### src/rtl/mem_lsu.sv
// MEM-stage load/store unit: single-outstanding req/ack data-bus access,
// pipeline stall while in flight, and the registered MEM/WB write-back triple.
module mem_lsu (
    input  logic        clk,
    input  logic        rst,
    input  logic [4:0]  mem_wd,
    input  logic        mem_wreg,
    input  logic [31:0] mem_wdata,
    input  logic [3:0]  mem_memop,
    input  logic [31:0] mem_addr,
    input  logic [31:0] mem_sdata,
    output logic        bus_req,
    output logic        bus_we,
    output logic [31:0] bus_addr,
    output logic [3:0]  bus_sel,
    output logic [31:0] bus_wdata,
    input  logic [31:0] bus_rdata,
    input  logic        bus_ack,
    output logic        stall_req,
    output logic [4:0]  wb_wd,
    output logic        wb_wreg,
    output logic [31:0] wb_wdata,
    output logic        addr_err
);

    localparam int DATA_W = 32;
    localparam int ADDR_W = 5;

    localparam logic [3:0] OP_LB  = 4'd1;
    localparam logic [3:0] OP_LBU = 4'd2;
    localparam logic [3:0] OP_LH  = 4'd3;
    localparam logic [3:0] OP_LHU = 4'd4;
    localparam logic [3:0] OP_LW  = 4'd5;
    localparam logic [3:0] OP_SB  = 4'd6;
    localparam logic [3:0] OP_SH  = 4'd7;
    localparam logic [3:0] OP_SW  = 4'd8;

    typedef enum logic {IDLE, BUS} state_t;

    state_t state;

    logic is_load;
    logic is_store;
    logic is_byte;
    logic is_half;
    logic is_word;
    logic misalign;
    logic mem_access;

    function automatic logic [3:0] lane_sel(input logic [3:0] op, input logic [1:0] a);
        logic [3:0] s;
        case (op)
            OP_LB, OP_LBU, OP_SB: s = 4'b0001 << a;
            OP_LH, OP_LHU, OP_SH: s = a[1] ? 4'b1100 : 4'b0011;
            OP_LW, OP_SW:         s = 4'b1111;
            default:              s = 4'b0000;
        endcase
        return s;
    endfunction

    function automatic logic [DATA_W-1:0] lane_wdata(input logic [3:0] op,
                                                     input logic [DATA_W-1:0] sdata);
        logic [DATA_W-1:0] w;
        case (op)
            OP_SB:   w = {4{sdata[7:0]}};
            OP_SH:   w = {2{sdata[15:0]}};
            default: w = sdata;
        endcase
        return w;
    endfunction

    // Picks the addressed lane(s) and sign- or zero-extends to a full register.
    function automatic logic [DATA_W-1:0] load_extend(input logic [3:0] op,
                                                      input logic [1:0] a,
                                                      input logic [DATA_W-1:0] rdata);
        logic        [7:0]        b;
        logic        [15:0]       h;
        logic signed [7:0]        bs;
        logic signed [15:0]       hs;
        logic signed [DATA_W-1:0] r;
        case (a)
            2'd0:    b = rdata[7:0];
            2'd1:    b = rdata[15:8];
            2'd2:    b = rdata[23:16];
            default: b = rdata[31:24];
        endcase
        h  = a[1] ? rdata[31:16] : rdata[15:0];
        bs = signed'(b);
        hs = signed'(h);
        case (op)
            OP_LB:   r = DATA_W'(bs);
            OP_LBU:  r = signed'({24'd0, b});
            OP_LH:   r = DATA_W'(hs);
            OP_LHU:  r = signed'({16'd0, h});
            default: r = signed'(rdata);
        endcase
        return unsigned'(r);
    endfunction

    always_comb begin
        is_load  = (mem_memop >= OP_LB) && (mem_memop <= OP_LW);
        is_store = (mem_memop >= OP_SB) && (mem_memop <= OP_SW);
        is_byte  = (mem_memop == OP_LB) || (mem_memop == OP_LBU) || (mem_memop == OP_SB);
        is_half  = (mem_memop == OP_LH) || (mem_memop == OP_LHU) || (mem_memop == OP_SH);
        is_word  = (mem_memop == OP_LW) || (mem_memop == OP_SW);
        mem_access = is_load || is_store;
        misalign = (is_half && mem_addr[0]) || (is_word && (mem_addr[1:0] != 2'b00));
    end

    // Stall drops in the ack cycle so the next instruction advances at that edge.
    always_comb begin
        stall_req = 1'b0;
        if (state == IDLE)
            stall_req = mem_access && !misalign;
        else
            stall_req = !bus_ack;
    end

    always_ff @(posedge clk or negedge rst) begin
        if (!rst) begin
            state     <= IDLE;
            bus_req   <= 1'b0;
            bus_we    <= 1'b0;
            bus_addr  <= '0;
            bus_sel   <= '0;
            bus_wdata <= '0;
            wb_wd     <= '0;
            wb_wreg   <= 1'b0;
            wb_wdata  <= '0;
            addr_err  <= 1'b0;
        end else begin
            addr_err <= 1'b0;
            case (state)
                IDLE: begin
                    if (!mem_access) begin
                        wb_wd    <= mem_wd;
                        wb_wreg  <= mem_wreg;
                        wb_wdata <= mem_wdata;
                    end else if (misalign) begin
                        addr_err <= 1'b1;
                        wb_wd    <= '0;
                        wb_wreg  <= 1'b0;
                        wb_wdata <= '0;
                    end else begin
                        state     <= BUS;
                        bus_req   <= 1'b1;
                        bus_we    <= is_store;
                        bus_addr  <= {mem_addr[31:2], 2'b00};
                        bus_sel   <= lane_sel(mem_memop, mem_addr[1:0]);
                        bus_wdata <= lane_wdata(mem_memop, mem_sdata);
                    end
                end
                BUS: begin
                    if (bus_ack) begin
                        state   <= IDLE;
                        bus_req <= 1'b0;
                        if (is_load) begin
                            wb_wd    <= mem_wd;
                            wb_wreg  <= mem_wreg;
                            wb_wdata <= load_extend(mem_memop, mem_addr[1:0], bus_rdata);
                        end else begin
                            wb_wd    <= '0;
                            wb_wreg  <= 1'b0;
                            wb_wdata <= '0;
                        end
                    end
                end
                default: state <= IDLE;
            endcase
        end
    end

    logic unused_ok;
    assign unused_ok = ^{is_byte, ADDR_W[0]};

endmodule
### config.mk
export PLATFORM = sky130hd
export DESIGN_NAME = mem_lsu
export DESIGN_NICKNAME = d
export VERILOG_FILES = /design/src/rtl/mem_lsu.sv
export SDC_FILE = /design/constraint.sdc
export NUM_CORES = 1
export LEC_CHECK = 0
export ABC_CLOCK_PERIOD_IN_PS = 4200
export CAP_MARGIN = 15
export CORE_UTILIZATION = 35
export CTS_CLUSTER_SIZE = 28
export DETAILED_ROUTE_END_ITERATION = 12
export PLACE_DENSITY = 0.73
export SYNTH_ARGS = -nofsm -noshare
export SYNTH_HDL_FRONTEND = slang
export SYNTH_SLANG_ARGS = --single-unit
### constraint.sdc
create_clock -name clk -period 4.2 [get_ports clk]
set_input_delay 0.84 -clock clk [delete_from_list [all_inputs] [get_ports clk]]
set_output_delay 0.84 -clock clk [all_outputs]
set_load 0.03 [all_outputs]
### After elaboration in Yosys (flattened, before gate mapping)

Cells that the tools add are included.

| storage, ports and cells | value |
|---|---|
| register bits after elaboration | 108 |
| input port bits | 141 |
| output and inout bits | 110 |
| word-level logic and storage cells | 84 |

| operators by class | value |
|---|---|
| $lt $le $gt $ge | 4 |
| eq/ne operators | 14 |
| shift operators | 1 |
| multiplexer cells | 33 |
| bitwise gates (word level) | 2 |
| reduce and logical (&&, ||, !) cells | 20 |

Operator list:

| kind | count |
|---|---|
| $mux 32 | 4 |
| $pmux 32 s2 | 2 |
| $pmux 32 s4 | 1 |
| $pmux 8 s3 | 1 |
| $mux 5 | 4 |
| $eq 4x3->1 const B | 4 |
| $mux 16 | 1 |
| $mux 1 | 14 |
| $pmux 4 s3 | 1 |
| $pmux 5 s2 | 1 |
| $eq 4x2->1 const B | 2 |
| $ne 2x2->1 const B | 3 |
| $pmux 1 s2 | 3 |
| $reduce_and 3->1 | 2 |
| $reduce_or 3->1 | 2 |
| $logic_and 1x1->1 | 5 |
| $logic_or 1x1->1 | 5 |
| $eq 4x1->1 const B | 1 |
| $eq 4x4->1 const B | 1 |
| $ge 4x1->1 const B | 1 |
| $ge 4x3->1 const B | 1 |
| $le 4x3->1 const B | 1 |
| $le 4x4->1 const B | 1 |
| $mux 4 | 1 |
| 10 further kinds | 12 |

### Depth between registers and ports, before layout

Gate-level depths: netlist of run 1.

| depth | value |
|---|---|
| word-level depth | 8 |
| mapped depth | 8 |
| gate-level depth less buffers | 5 |

### Least setup slack after synthesis of run 1

No wires, ideal clock.

| timing | value |
|---|---|
| kind | in2out |
| start | input mem_memop[1] |
| end | output stall_req |
| data arrival time | 2.370 ns |
| data required time | 3.360 ns |
| setup slack | 0.990 ns |
| cell stages on the path | 7 |
| path buffers | 3 |
| path through | buf_2 -> or3_1 -> xor2_1 -> a32oi_2 -> buf_4 -> buf_4 -> inv_1 |

| on the way | value |
|---|---|
| word-level cells in the longest chain between the ends | 8 |
| elaborated cells between the ends (all ways) | 21 |
| those cells by class | order compare (4); eq/ne (5); mux (1); reduce/logical (11) |

RTL lines:

| item | RTL line | RTL |
|---|---|---|
| start, declared | 9 | `input logic [3:0] mem_memop,` |
| $eq 4x2->1 / $eq 4x3->1 (equally long branches) | 104 | `is_half = (mem_memop == OP_LH) \|\| (mem_memop == OP_LHU) \|\| (mem_memop == OP_SH);` |
| $logic_or 1x1->1 (2 in series) | 104 |  |
| $logic_and 1x1->1 | 107 | `misalign = (is_half && mem_addr[0]) \|\| (is_word && (mem_addr[1:0] != 2'b00));` |
| $logic_or 1x1->1 | 107 |  |
| $logic_not 1->1 | 114 | `stall_req = mem_access && !misalign;` |
| $logic_and 1x1->1 (*) | 114 |  |
| $mux 1 (*) | 113 | `if (state == IDLE)` |
| end, declared | 19 | `output logic stall_req,` |

Mark *: on every way between the ends. The rest lies on a longest branch, timed or not.

### Final worst setup path of run 1

| timing | value |
|---|---|
| start | input mem_memop[3] |
| end | output stall_req |

The elaborated chain is that of the path after synthesis.

==> results.yml, run 1 <==
outcome:
  status: "finished clean"
final_layout:
  final_layout_size_suffix_gt1_frac: 0.143
  antenna_cells: 0
  num-nets-final: 901
  fin_util: 0.542
  area_growth_syn_to_layout_pct: 51.9
  fin_cells: 980
clock_tree:
  cts-resized-gates: 0
  clkTransAtPathRegs_ns: 0.07
  cts_tree: "built"
  cts_root_buffer: "clkbuf_16"
  cts.sinks: 108
  ctsHoldBuffers: 0
  cts_buffers: 9
  clock_tree.buffer_depth: 2
  worstSkewPairLatency_ns: 0.36
  h-tree-depth: 3
  postCtsSetupBuffers: 0
place:
  gp_congestion: 0.872
  dp.cells: 965
  hpwl_mm: 13.3
  dp_slack_ns: 0.808
  io_buffers: 248
grt:
  grt_max_degree: 77
  grt_pass1_vias: 5223
  grt.overflow.total: 0
  track_usage: 0.214
  grt_pass1_wl_mm: 27.3
  antenna_found_initial: 0
yosys:
  yosys_warnings: 0
  synthFlopType: "dfrtp_1"
  synth_cell_types: 47
  synthesis.area_um2: 5640
  synthCells: 532
  async_flop_share: 1.00
  synth.ff_latch_count: 108
  avgSynthCellArea_um2: 10.6
  ys_seq_area_frac: 0.479
  synth_edf_count: 0
routing:
  met3_length_mm: 1.49
  wl_met1_mm: 6.92
  vias: 5185
  avgViaCountPerCell: 5.29
  top_layer_used: "met4"
  drtIter0Drc: 407
  routed_wl_mm: 17.7
  drc_errors: 0
  drt_first_pass_iters: 7
  drtAntennaViolNets: 0
  routedWlPerCell_um: 18.1
  dr_wl_met2_mm: 8.84
die:
  rows: 46
  die_h_um: 129
  dieArea_um2: 16600
  start_util: 0.356
  coreArea_um2: 15800
  io_pins: 251
  die_width_um: 129
pwr:
  powerDensity_nw_per_um2: 551
  leakage_nw: 3.46
  p_total_w: 0.00472
  ir_worst_vdd_uv: 294
setup_path:
  crit_path_max_fanout: 14
  cp.arrival_ns: 2.59
  required_ns: 3.36
  path_class: "in2out"
  rr_worst_depth: 6
  critPathLaunchType: "input port"
  cp-end-kind: "primary output"
sta:
  setup_violations: 0
  relSlewSlack: 0.370
  slew_violations: 0
  min_period_over_period: 0.816
  rsz0062_at_grt: "false"
  layout_min_cycle_time_ns: 3.43
  setup_ws_ns: 0.771
  clock.fmax_mhz: 292
  tightest_slew_ns: 0.945
  finalClockSkew_ns: 0.0130
  fin_setup_tns_ns: 0
  finalHoldViolCount: 0
run:
  maxCapViolCount: 0
hold_path:
  hold_class: "reg2reg"
  worstHoldPathCells: 2
cell usage in the layout, fill, tap and decap left out, types with 4 or more instances in the layout:
master / instances
dfrtp_1: 108
clkdlybuf4s50_1: 246
mux2i_1: 31
buf_4: 15
nor2b_1: 4
mux4_2: 8
a221oi_1: 24
a21oi_1: 28
a32oi_1: 9
o211ai_1: 7
clkbuf_16: 9
o221a_2: 7
mux2_2: 43
nand2_1: 42
a21oi_2: 10
a31oi_1: 8
o21ai_0: 57
nor2_1: 50
inv_1: 13
kinds of logic after synthesis:
group,after synthesis,share of synthesized area
buf+inv,59,0.0548
fa+ha+maj,2,0.00355
compound gates,166,0.202
other cells,1,0.000665
simple gates,112,0.0843
flops,108,0.479
xor+xnor,2,0.00311
mux,82,0.173
per-stage QoR:
stage	hold slack, ns	instance area (µm²)
after floorplan	0.544	5650
after global placement	0.464	8280
after detailed placement	0.469	8280
after CTS	0.486	8570
after global routing	0.504	8570
final	0.479	8570
worst paths after layout:
path,from,end,slack (ns)
min in group asynchronous,rst,bus_addr[8],0.61
worst max-delay path,mem_memop[3],stall_req,0.77
max in group asynchronous,rst,wb_wdata[17],2.73
worst max register to register,state,wb_wd[0],2.02
worst min-delay path,bus_wdata[30],bus_wdata[30],0.48
worst min register to register,bus_wdata[30],bus_wdata[30],0.48
cell usage after synthesis, types with 2 or more instances:
library cell,n,area share
o22ai_1,2,0.0022
inv_1,13,0.0086
nand3_1,2,0.0018
a21oi_2,10,0.016
a32oi_2,2,0.0058
xor2_1,2,0.0031
dfrtp_1,108,0.48
or2_2,2,0.0022
a31oi_1,8,0.0089
a32oi_1,9,0.014
clkbuf_1,12,0.0080
o221a_2,7,0.014
o211ai_1,7,0.0093
mux4_2,8,0.032
a221oi_1,24,0.037
buf_2,21,0.019
buf_4,6,0.0080
a21oi_1,28,0.025
mux2_2,43,0.086
o21ai_1,3,0.0027
nand2_1,42,0.028
mux2i_1,31,0.055
o21ai_0,57,0.051
nand2b_1,3,0.0033
nor2b_1,4,0.0044
buf_6,5,0.010
maj3_1,2,0.0035
nor2_1,51,0.034
a21o_1,2,0.0027
critical path: stages:
cell             delay [ns]
clkdlybuf4s50_1        0.63
nand4b_1               0.32
and2_1                 0.26
a32oi_4                0.27
inv_1                  0.09
buf_4                  0.18
flip-flops by register name, summed over array words and instances, names as in the netlist:
register and cells:
bus_sel 4, bus_req 1, wb_wdata 32, bus_we 1
wb_wreg 1, bus_wdata 32, bus_addr 30, wb_wd 5
state 1, addr_err 1
layer usage:
metal	up-vias	global-route usage
met5	-	0
met4	0	0.0948
met3	40	0.0474
met2	259	0.364
met1	2486	0.259
li1	2400	-
where the power goes:
group	total (W)	switching [W]	internal, W
Sequential	0.00157	0.000189	0.00138
Combinational	0.00228	0.00128	0.000994
Clock	0.000873	0.000408	0.000465
Total	0.00472	0.00188	0.00284
area by class of cell:
cell class | count | area (µm²)
flip-flops and latches | 108 | 2700
clock buffers | 9 | 225
well taps | 216 | 270
clock inverters | 6 | 68.8
multi-input cells | 366 | 2660
repair buffers | 262 | 2590
inverters | 13 | 48.8
fillers | 1397 | 7260
(Power assumes the default switching activity.)
==> run 2, diff against run 1 <==
Settings changed: ABC_CLOCK_PERIOD_IN_PS 4200 to 3000, PLACE_DENSITY 0.73 to 0.76.
Clock period 4.2 ns to 3 ns, I/O delays scaled along.
==> results.yml, run 2 (synthesized netlist as in run 1, its figures left out) <==
outcome:
  status: "finished clean"
setup_path:
  path_class: "in2out"
  r2r-start: "state"
  rr_endpoint: "wb_wdata[28]"
  crit_path_max_fanout: 30
  reg2reg_slack_ns: 1.01
  cp.arrival_ns: 2.28
  cp-end-kind: "primary output"
  critPathLaunch: "mem_memop[2]"
  rr_worst_depth: 4
  required_ns: 2.40
  critPathLaunchType: "input port"
place:
  gp_congestion: 0.885
  place_area_um2: 8410
  dp.cells: 976
  hpwl_mm: 13.4
  io_buffers: 248
hold_path:
  hold_class: "in2async"
clock_tree:
  cts_root_buffer: "clkbuf_16"
  h-tree-depth: 3
  postCtsSetupBuffers: 0
  worstSkewPairLatency_ns: 0.36
  clock_tree.buffer_depth: 2
  cts_tree: "built"
  clkTransAtPathRegs_ns: 0.07
  ctsHoldBuffers: 0
  cts_buffers: 9
  cts.sinks: 108
  cts-resized-gates: 0
final_layout:
  seq_area_um2: 2700
  area_growth_syn_to_layout_pct: 53.9
  n_fill_cell: 1408
  final_cell_mix: "clkdlybuf4s50_1, dfrtp_1, o21ai_0, nor2_1, mux2_2"
  final_common_cell: "clkdlybuf4s50_1"
  reg_top3: "bus_wdata: 32 flops, wb_wdata: 32 flops, bus_addr: 30 flops"
  antenna_cells: 0
  final_layout_size_suffix_gt1_frac: 0.155
  num-nets-final: 912
  fin_area_um2: 8680
  multi_input_comb_area_um2: 2660
  fin_cells: 991
grt:
  track_usage: 0.222
  grt.overflow.total: 0
  grt_pass1_wl_mm: 27.8
  grt_pass1_vias: 5103
  grt_max_degree: 77
  antenna_found_initial: 0
pwr:
  seqPwrFrac: 0.333
  leakage_nw: 3.52
  combPwrFrac: 0.492
  powerDensity_nw_per_um2: 756
  p_sw_frac: 0.402
  p_clk_frac: 0.175
  internal-power_w: 0.00393
  ir_worst_vdd_uv: 376
  p_sw_w: 0.00263
sta:
  rsz0062_at_grt: "false"
  layout_min_cycle_time_ns: 2.88
  fin_setup_tns_ns: 0
  tightest_slew_ns: 0.995
  min_period_over_period: 0.962
  slew_violations: 0
  hold_slack_ns: 0.223
  clock.fmax_mhz: 347
  finalHoldViolCount: 0
  relSlewSlack: 0.337
  finalClockSkew_ns: 0.00651
  setup_violations: 0
routing:
  routed_wl_mm: 18.0
  drc_errors: 0
  routedWlPerCell_um: 18.2
  vias: 5125
  drt_first_pass_iters: 5
  drtAntennaViolNets: 0
  drtIter0Drc: 394
  avgViaCountPerCell: 5.17
die:
  io_pins: 251
  rows: 46
  coreArea_um2: 15800
  dieArea_um2: 16600
  start_util: 0.356
  die_width_um: 129
  die_h_um: 129
run:
  maxCapViolCount: 0
## run 2: changes by cell type in the layout (fill, tap and decap cells not counted)
cell / before / now
inv_8: 0 / 1
clkinv_4: 0 / 1
inv_6: 3 / 1
clkinvlp_4: 1 / 2
bufinv_16: 1 / 0
buf_12: 1 / 5
buf_4: 15 / 22
## run 2: final cells by class
cell class                 instances  share of cell area
clock buffer                       9              0.0259
clock inverter                     6             0.00562
inverter                          13             0.00562
multi-input combinational        366               0.306
sequential                       108               0.311
tap                              216              0.0311
timing repair buffer             273               0.314
## run 2: worst max path at each step
stage / cells after the start / slack (ns) / endpoint
6_report: 7 / 0.12 / stall_req
5_1_grt: 7 / 0.02 / stall_req
4_1_cts: 7 / 0.12 / stall_req
3_5_place_dp: 7 / 0.02 / wb_wdata[30]
3_3_place_gp: 7 / 0.06 / wb_wdata[26]
2_1_floorplan: 7 / 0.27 / stall_req
## run 2: worst max-delay path: stages
cell	delay (ns)
clkdlybuf4s50_1	0.47
buf_4	0.30
nor3b_1	0.26
a32oi_2	0.12
a32oi_4	0.27
inv_1	0.09
buf_4	0.18
## run 2: metal layers
metal | part of all wire | track usage
met5 | 0 | 0
met3 | 0.060 | 0.0437
met1 | 0.42 | 0.283
met4 | 0.044 | 0.138
met2 | 0.48 | 0.347
## run 2: through the flow
| stage | setup slack (ns) | power (W) | util |
|---|---|---|---|
| floorplan | 0.270 | 0.00398 | - |
| global placement | 0.0598 | 0.00540 | 0.531 |
| detailed placement | 0.0210 | 0.00546 | 0.531 |
| CTS | 0.124 | 0.00663 | 0.549 |
| global route | 0.0164 | 0.00691 | 0.549 |
| finish | 0.115 | 0.00656 | 0.549 |
## run 2: power by group through the flow
stage	sequential (W)	combinational, W	clock [W]
after detailed placement	0.00221	0.00324	0
after floorplan	0.00317	0.000812	0
final	0.00219	0.00323	0.00115
after CTS	0.00219	0.00326	0.00119
after global routing	0.00225	0.00342	0.00124
after global placement	0.00219	0.00321	0
==> edit 1 (settings of run 1) <==
Register the output `addr_err` once more, cleared by the reset; this adds one clock of latency there. The other outputs are not delayed to match.
--- a/src/rtl/mem_lsu.sv
+++ b/src/rtl/mem_lsu.sv
@@ -38,2 +38,4 @@
     typedef enum logic {IDLE, BUS} state_t;
+
+    logic addr_err_s0;
 
@@ -129,5 +131,5 @@
             wb_wdata  <= '0;
-            addr_err  <= 1'b0;
+            addr_err_s0 <= 1'b0;
         end else begin
-            addr_err <= 1'b0;
+            addr_err_s0 <= 1'b0;
             case (state)
@@ -139,3 +141,3 @@
                     end else if (misalign) begin
-                        addr_err <= 1'b1;
+                        addr_err_s0 <= 1'b1;
                         wb_wd    <= '0;
@@ -175,2 +177,10 @@
 
+    always_ff @(posedge clk or negedge rst) begin
+        if (!rst) begin
+            addr_err <= '0;
+        end else begin
+            addr_err <= addr_err_s0;
+        end
+    end
+
 endmodule
Behaviour: not the same (Yosys sat finds a counterexample within 4 cycles, from zero or initial values and one cycle with rst low).
==> edit 1 against run 1 <==
Sequential cell count increased by 1. Area after synthesis increased by 0.44%. Routed wire length decreased by 0.76%. Power decreased by 0.76%. Setup slack got worse by 0.050 ns. Clock power decreased by 5.5%. Design area increased by 0.35%. Core utilization increased by 0.19 points. Synthesized cell count increased by 0.19%. Final cell count unchanged. Critical endpoint unchanged. Largest cell class unchanged.
==> edit 1: results (changes against run 1) <==
Status: completed (unchanged)
LEAKAGE: 0.003470 µW (was 0.003465 µW)
Sequential area share after synthesis: 48.13% (was 47.90%)
Worst Setup EP: stall_req (unchanged)
Clock Skew: 0.007663 ns (was 0.01298 ns)
Reg2Reg Depth: 6 (unchanged)
Top post-synthesis cells by area: dfrtp_1, mux2_2, mux2i_1 (unchanged)
Post-DP HPWL: 13.00 mm (was 13.25 mm)
Cts bufs inserted: 9 (unchanged)
Max stage delay cell, worst path: xor2_1 (was clkdlybuf4s50_1)
Post CTS Setup Buffer Count: 0 (unchanged)
Post-DR wirelength/cell: 17.96 µm (was 18.09 µm)
Post-synth EDFFs: 0 (unchanged)
MaxCap Viol Count: 0 (unchanged)
Worst-case clock buffer depth: 2 (unchanged)
First-pass detailed-route iteration total: 5 (was 7)
Arrival @ worst endpoint: 2.64 ns (was 2.59 ns)
R2r setup slk: 2.05 ns (was 2.02 ns)
Synth unique cells: 47 (unchanged)
IR drop worst, VDD: 0.0003374 V (was 0.0002937 V)
Antenna violations before repair: 0 (unchanged)
All-Layer GR Usage: 21.22% (was 21.36%)
Top cells by count, synth: dfrtp_1, o21ai_0, nor2_1 (unchanged)
Final wirelength: 17.60 mm (was 17.73 mm)
DR vias/cell: 5.294 (was 5.291)
CP startpoint: mem_memop[2] (was mem_memop[3])
Post-cts resize count: 0 (unchanged)
Htree depth: 3 (unchanged)
Clk slew on worst S/H paths: 0.08 ns
Reg-to-Reg End: wb_wd[3] (was wb_wd[0])
Port bufs: 248 (unchanged)
FFs w/ async S/R, synth: 100.0% (unchanged)
Placer Congestion: 0.8479 (was 0.8723)
First-pass GRT wire length: 27.26 mm (was 27.32 mm)
Inst Count DP: 963 (was 965)
Fraction of layout cells with a size suffix above 1: 14.01% (was 14.27%)
Slew Limit Headroom: 28.47% (was 37.00%)
Fin nets: 900 (was 901)
Vias in the first global route: 5,174 (was 5,223)
Worst min-delay path class: flip-flop to flip-flop (unchanged)
CP delay by family, top: buffers and inverters (unchanged)
Post-DP Area: 8292 µm² (was 8277 µm²)
Biggest regs: bus_wdata (32), wb_wdata (32), bus_addr (30) (unchanged)
Cells after Synth: 533 (was 532)
Antenna Cells: 0 (unchanged)
Worst r2r src: state (unchanged)
Critical Path Fanout Max: 4 (was 14)
Largest net degree at the start of global routing: 83 (was 77)
Yosys warnings: 0 (unchanged)
Hold depth: 0 (was 2)
Worst path max stage delay: 0.49 ns (was 0.63 ns)
Initial DRC Count: 382 (was 407)
Fillcell total: 1,342 (was 1,397)
Skew-Pair Late Insertion Delay: 0.35 ns
CTS root buf: clkbuf_16 (unchanged)
Prevailing post-synth register cell: dfrtp_1 (unchanged)
[edit 1: changes by cell type after synthesis, sizes merged]
cell,run 1,this run
dfrtp,108,109
[edit 1: cell type report]
cell class / instances / share of cell area [%]
clock buffers: 10 / 2.662
flip-flops and latches: 109 / 31.71
multi-input cells: 366 / 30.93
well taps: 216 / 3.142
inverters: 13 / 0.5674
clock inverters: 6 / 0.6110
repair buffers: 260 / 30.38
[edit 1: cell families after synthesis]
family	synth area share, %
xor+xnor	0.3092
other cells	0.06618
flops	48.13
fa+ha+maj	0.3533
simple gates	8.391
compound gates	20.09
mux	17.20
buf+inv	5.453
[edit 1: metrics by stage]
step | util [%] | setup WS [ns]
after floorplan | - | 0.9900
after global placement | 52.39 | 0.7626
after detailed placement | 52.39 | 0.7120
after CTS | 54.17 | 0.6969
after global routing | 54.34 | 0.5740
final | 54.34 | 0.7209
[edit 1: power breakdown]
part | internal (µW) | total, µW | switching, µW
Combinational | 1000 | 2290 | 1290
Sequential | 1390 | 1570 | 182
Clock | 414 | 825 | 411
[edit 1: worst min path at each step]
stage                      from      endpoint  slack (ns)
detailed placement  addr_err_s0      addr_err        0.34
global route                rst  wb_wdata[20]        0.36
global placement    addr_err_s0      addr_err        0.34
CTS                 addr_err_s0      addr_err        0.35
floorplan           addr_err_s0      addr_err        0.33
finish              addr_err_s0      addr_err        0.35
[edit 1: metal layers]
layer | part of all wire [%] | up-vias | global-route usage, % | routed length (µm)
met3 | 6.9 | 54 | 4.666 | 1215
met1 | 41 | 2483 | 26.53 | 7301
met4 | 3.8 | 0 | 11.42 | 664
met2 | 48 | 250 | 34.28 | 8416
met5 | 0 | - | 0 | 0
li1 | - | 2401 | - | -
==> edit 2 (config.mk and constraints of run 1) <==
Without the edit above. Make the reset (`rst`) synchronous in one clocked block.
--- a/src/rtl/mem_lsu.sv
+++ b/src/rtl/mem_lsu.sv
@@ -118,3 +118,3 @@
 
-    always_ff @(posedge clk or negedge rst) begin
+    always_ff @(posedge clk) begin
         if (!rst) begin
Formal check against the unedited RTL: differs if rst is asserted again (counterexample within 4 cycles, from zero or initial values and one cycle with rst low); with rst held inactive, the same outputs for 4 cycles.
==> edit 2 against run 1 <==
Count of clock-buffer cells in the layout is 1 higher. Final cell count increased by 15%. Sequential cell count stayed put. Die area up 4.9%. Non-clock buffer count grew 6. Area after synthesis up 5.0%. Setup slack got worse by 0.26 ns. Routed wire length up 23%. Global-route usage up 3.1 points. Design area grew 2.6%. Register-to-register slack improved by 0.15 ns.
Power is not compared: it rests on default switching activity, and its combinational part moved more than twofold at a synthesized area within 25%.
==> edit 2: results (changes against run 1) <==
Status: completed (unchanged)
First-pass GRT wire length: 33.93 mm (was 27.32 mm)
Clock Skew: 0.01141 ns (was 0.01298 ns)
Final worst path period share: 87.94% (was 81.65%)
Reg2Reg Depth: 6 (unchanged)
Vias in the first global route: 5,904 (was 5,223)
Hold_sp: wb_wd[2] (was bus_wdata[30])
All-Layer GR Usage: 24.50% (was 21.36%)
Antenna violations before repair: 0 (unchanged)
Psw: 997.7 µW
Top cells by count, synth: dfxtp_1, a21oi_1, o21ai_0 (was dfrtp_1, o21ai_0, nor2_1)
Htree depth: 3 (unchanged)
Reg-to-Reg End: bus_sel[0] (was wb_wd[0])
CP startpoint: mem_memop[0] (was mem_memop[3])
Post-cts resize count: 0 (unchanged)
IR drop worst, VDD: 0.0002908 V
DR vias: 6,317 (was 5,185)
Biggest regs: bus_wdata (32), wb_wdata (32), bus_addr (30) (unchanged)
Hold slack: 0.4594 ns (was 0.4789 ns)
Post-DP HPWL: 14.89 mm (was 13.25 mm)
Critical Path Fanout Max: 13 (was 14)
Worst-case clock buffer depth: 2 (unchanged)
Top post-synthesis cells by area: dfxtp_1, mux2i_1, a21oi_1 (was dfrtp_1, mux2_2, mux2i_1)
Worst Setup EP: stall_req (unchanged)
Fin nets: 1,045 (was 901)
First-pass detailed-route iteration total: 5 (was 7)
FFs w/ async S/R, synth: 0% (was 100.0%)
Largest net degree at the start of global routing: 69 (was 77)
Yosys warnings: 0 (unchanged)
Worst-margin pin slew: 0.9001 ns (was 0.9449 ns)
Max stage delay cell, worst path: clkdlybuf4s50_1 (unchanged)
Post CTS Setup Buffer Count: 0 (unchanged)
R2r setup slk: 2.17 ns (was 2.02 ns)
Worst r2r src: state (unchanged)
Final wirelength: 21.76 mm (was 17.73 mm)
Synth unique cells: 63 (was 47)
Placer Congestion: 0.8376 (was 0.8723)
LEAKAGE: 0.003199 µW
Hold depth: 2 (unchanged)
Dpl ws: 0.5295 ns (was 0.8084 ns)
Fraction of layout cells with a size suffix above 1: 6.601% (was 14.27%)
Worst min-delay path class: flip-flop to flip-flop (unchanged)
Cts bufs inserted: 9 (unchanged)
Sequential area share after synthesis: 36.51% (was 47.90%)
Worst path max stage delay: 0.80 ns (was 0.63 ns)
Cts hold-fix bufs: 0 (unchanged)
Skew-Pair Late Insertion Delay: 0.36 ns (about the same)
Prevailing post-synth register cell: dfxtp_1 (was dfrtp_1)
Hold EP: wb_wd[2] (was bus_wdata[30])
Clk slew on worst S/H paths: 0.07 ns (about the same)
Port bufs: 248 (unchanged)
CTS root buf: clkbuf_16 (unchanged)
Arrival @ worst endpoint: 2.85 ns (was 2.59 ns)
Critical path class: primary input to output pin (unchanged)
Initial DRC Count: 559 (was 407)
==> edit 2: cell count changes after synthesis, moves of 30 or more <==
cell	before	now
a21oi_1	28	76
dfrtp_1	108	0
mux2_2	43	0
nand3_1	2	46
a22o_1	0	30
dfxtp_1	0	108
clkbuf_1	12	43
==> edit 2: worst max-delay path, delay by kind of cell <==
family / cells / cell delay, ns
buffers and inverters: 3 / 1.10
AOI/OAI and AO/OA: 3 / 0.90
==> edit 2: kinds of logic after synthesis <==
family	count (synthesis)	synth area share [%]
simple gates	177	14.54
mux	47	9.888
other cells	1	0.06332
compound gates	282	32.14
buf+inv	84	6.550
fa+ha+maj	1	0.1690
flops	108	36.51
xor+xnor	1	0.1479
==> edit 2: power groups by stage <==
stage	logic (µW)	registers (µW)	clock network [µW]
after global routing	996	1160	921
after detailed placement	933	1170	0
after floorplan	367	1320	0
after global placement	926	1170	0
after CTS	937	1150	880
final	937	1150	859
==> edit 2: through the flow <==
| stage | instance area [µm²] | std cells |
|---|---|---|
| floorplan | 5926 | 702 |
| global placement | 8494 | 1113 |
| detailed placement | 8494 | 1113 |
| CTS | 8788 | 1129 |
| global route | 8788 | 1129 |
| finish | 8791 | 1130 |
==> edit 2: cell type report <==
cell class / count / area [µm²]
flip-flops and latches: 108 / 2162
well taps: 220 / 275.3
fillers: 1529 / 7734
diodes: 1 / 2.502
clock buffers: 10 / 239.0
clock inverters: 6 / 55.05
inverters: 7 / 26.28
multi-input cells: 510 / 3401
repair buffers: 268 / 2630
==> edit 2: metal layers <==
metal  track usage [%]  share of wire [%]  vias to the layer above
met1             33.02                 44                     2977
met2             38.01                 47                      244
li1                  -                  -                     3046
met3             4.268                6.0                       50
met5                 0                  0                        -
met4             11.50                3.4                        0
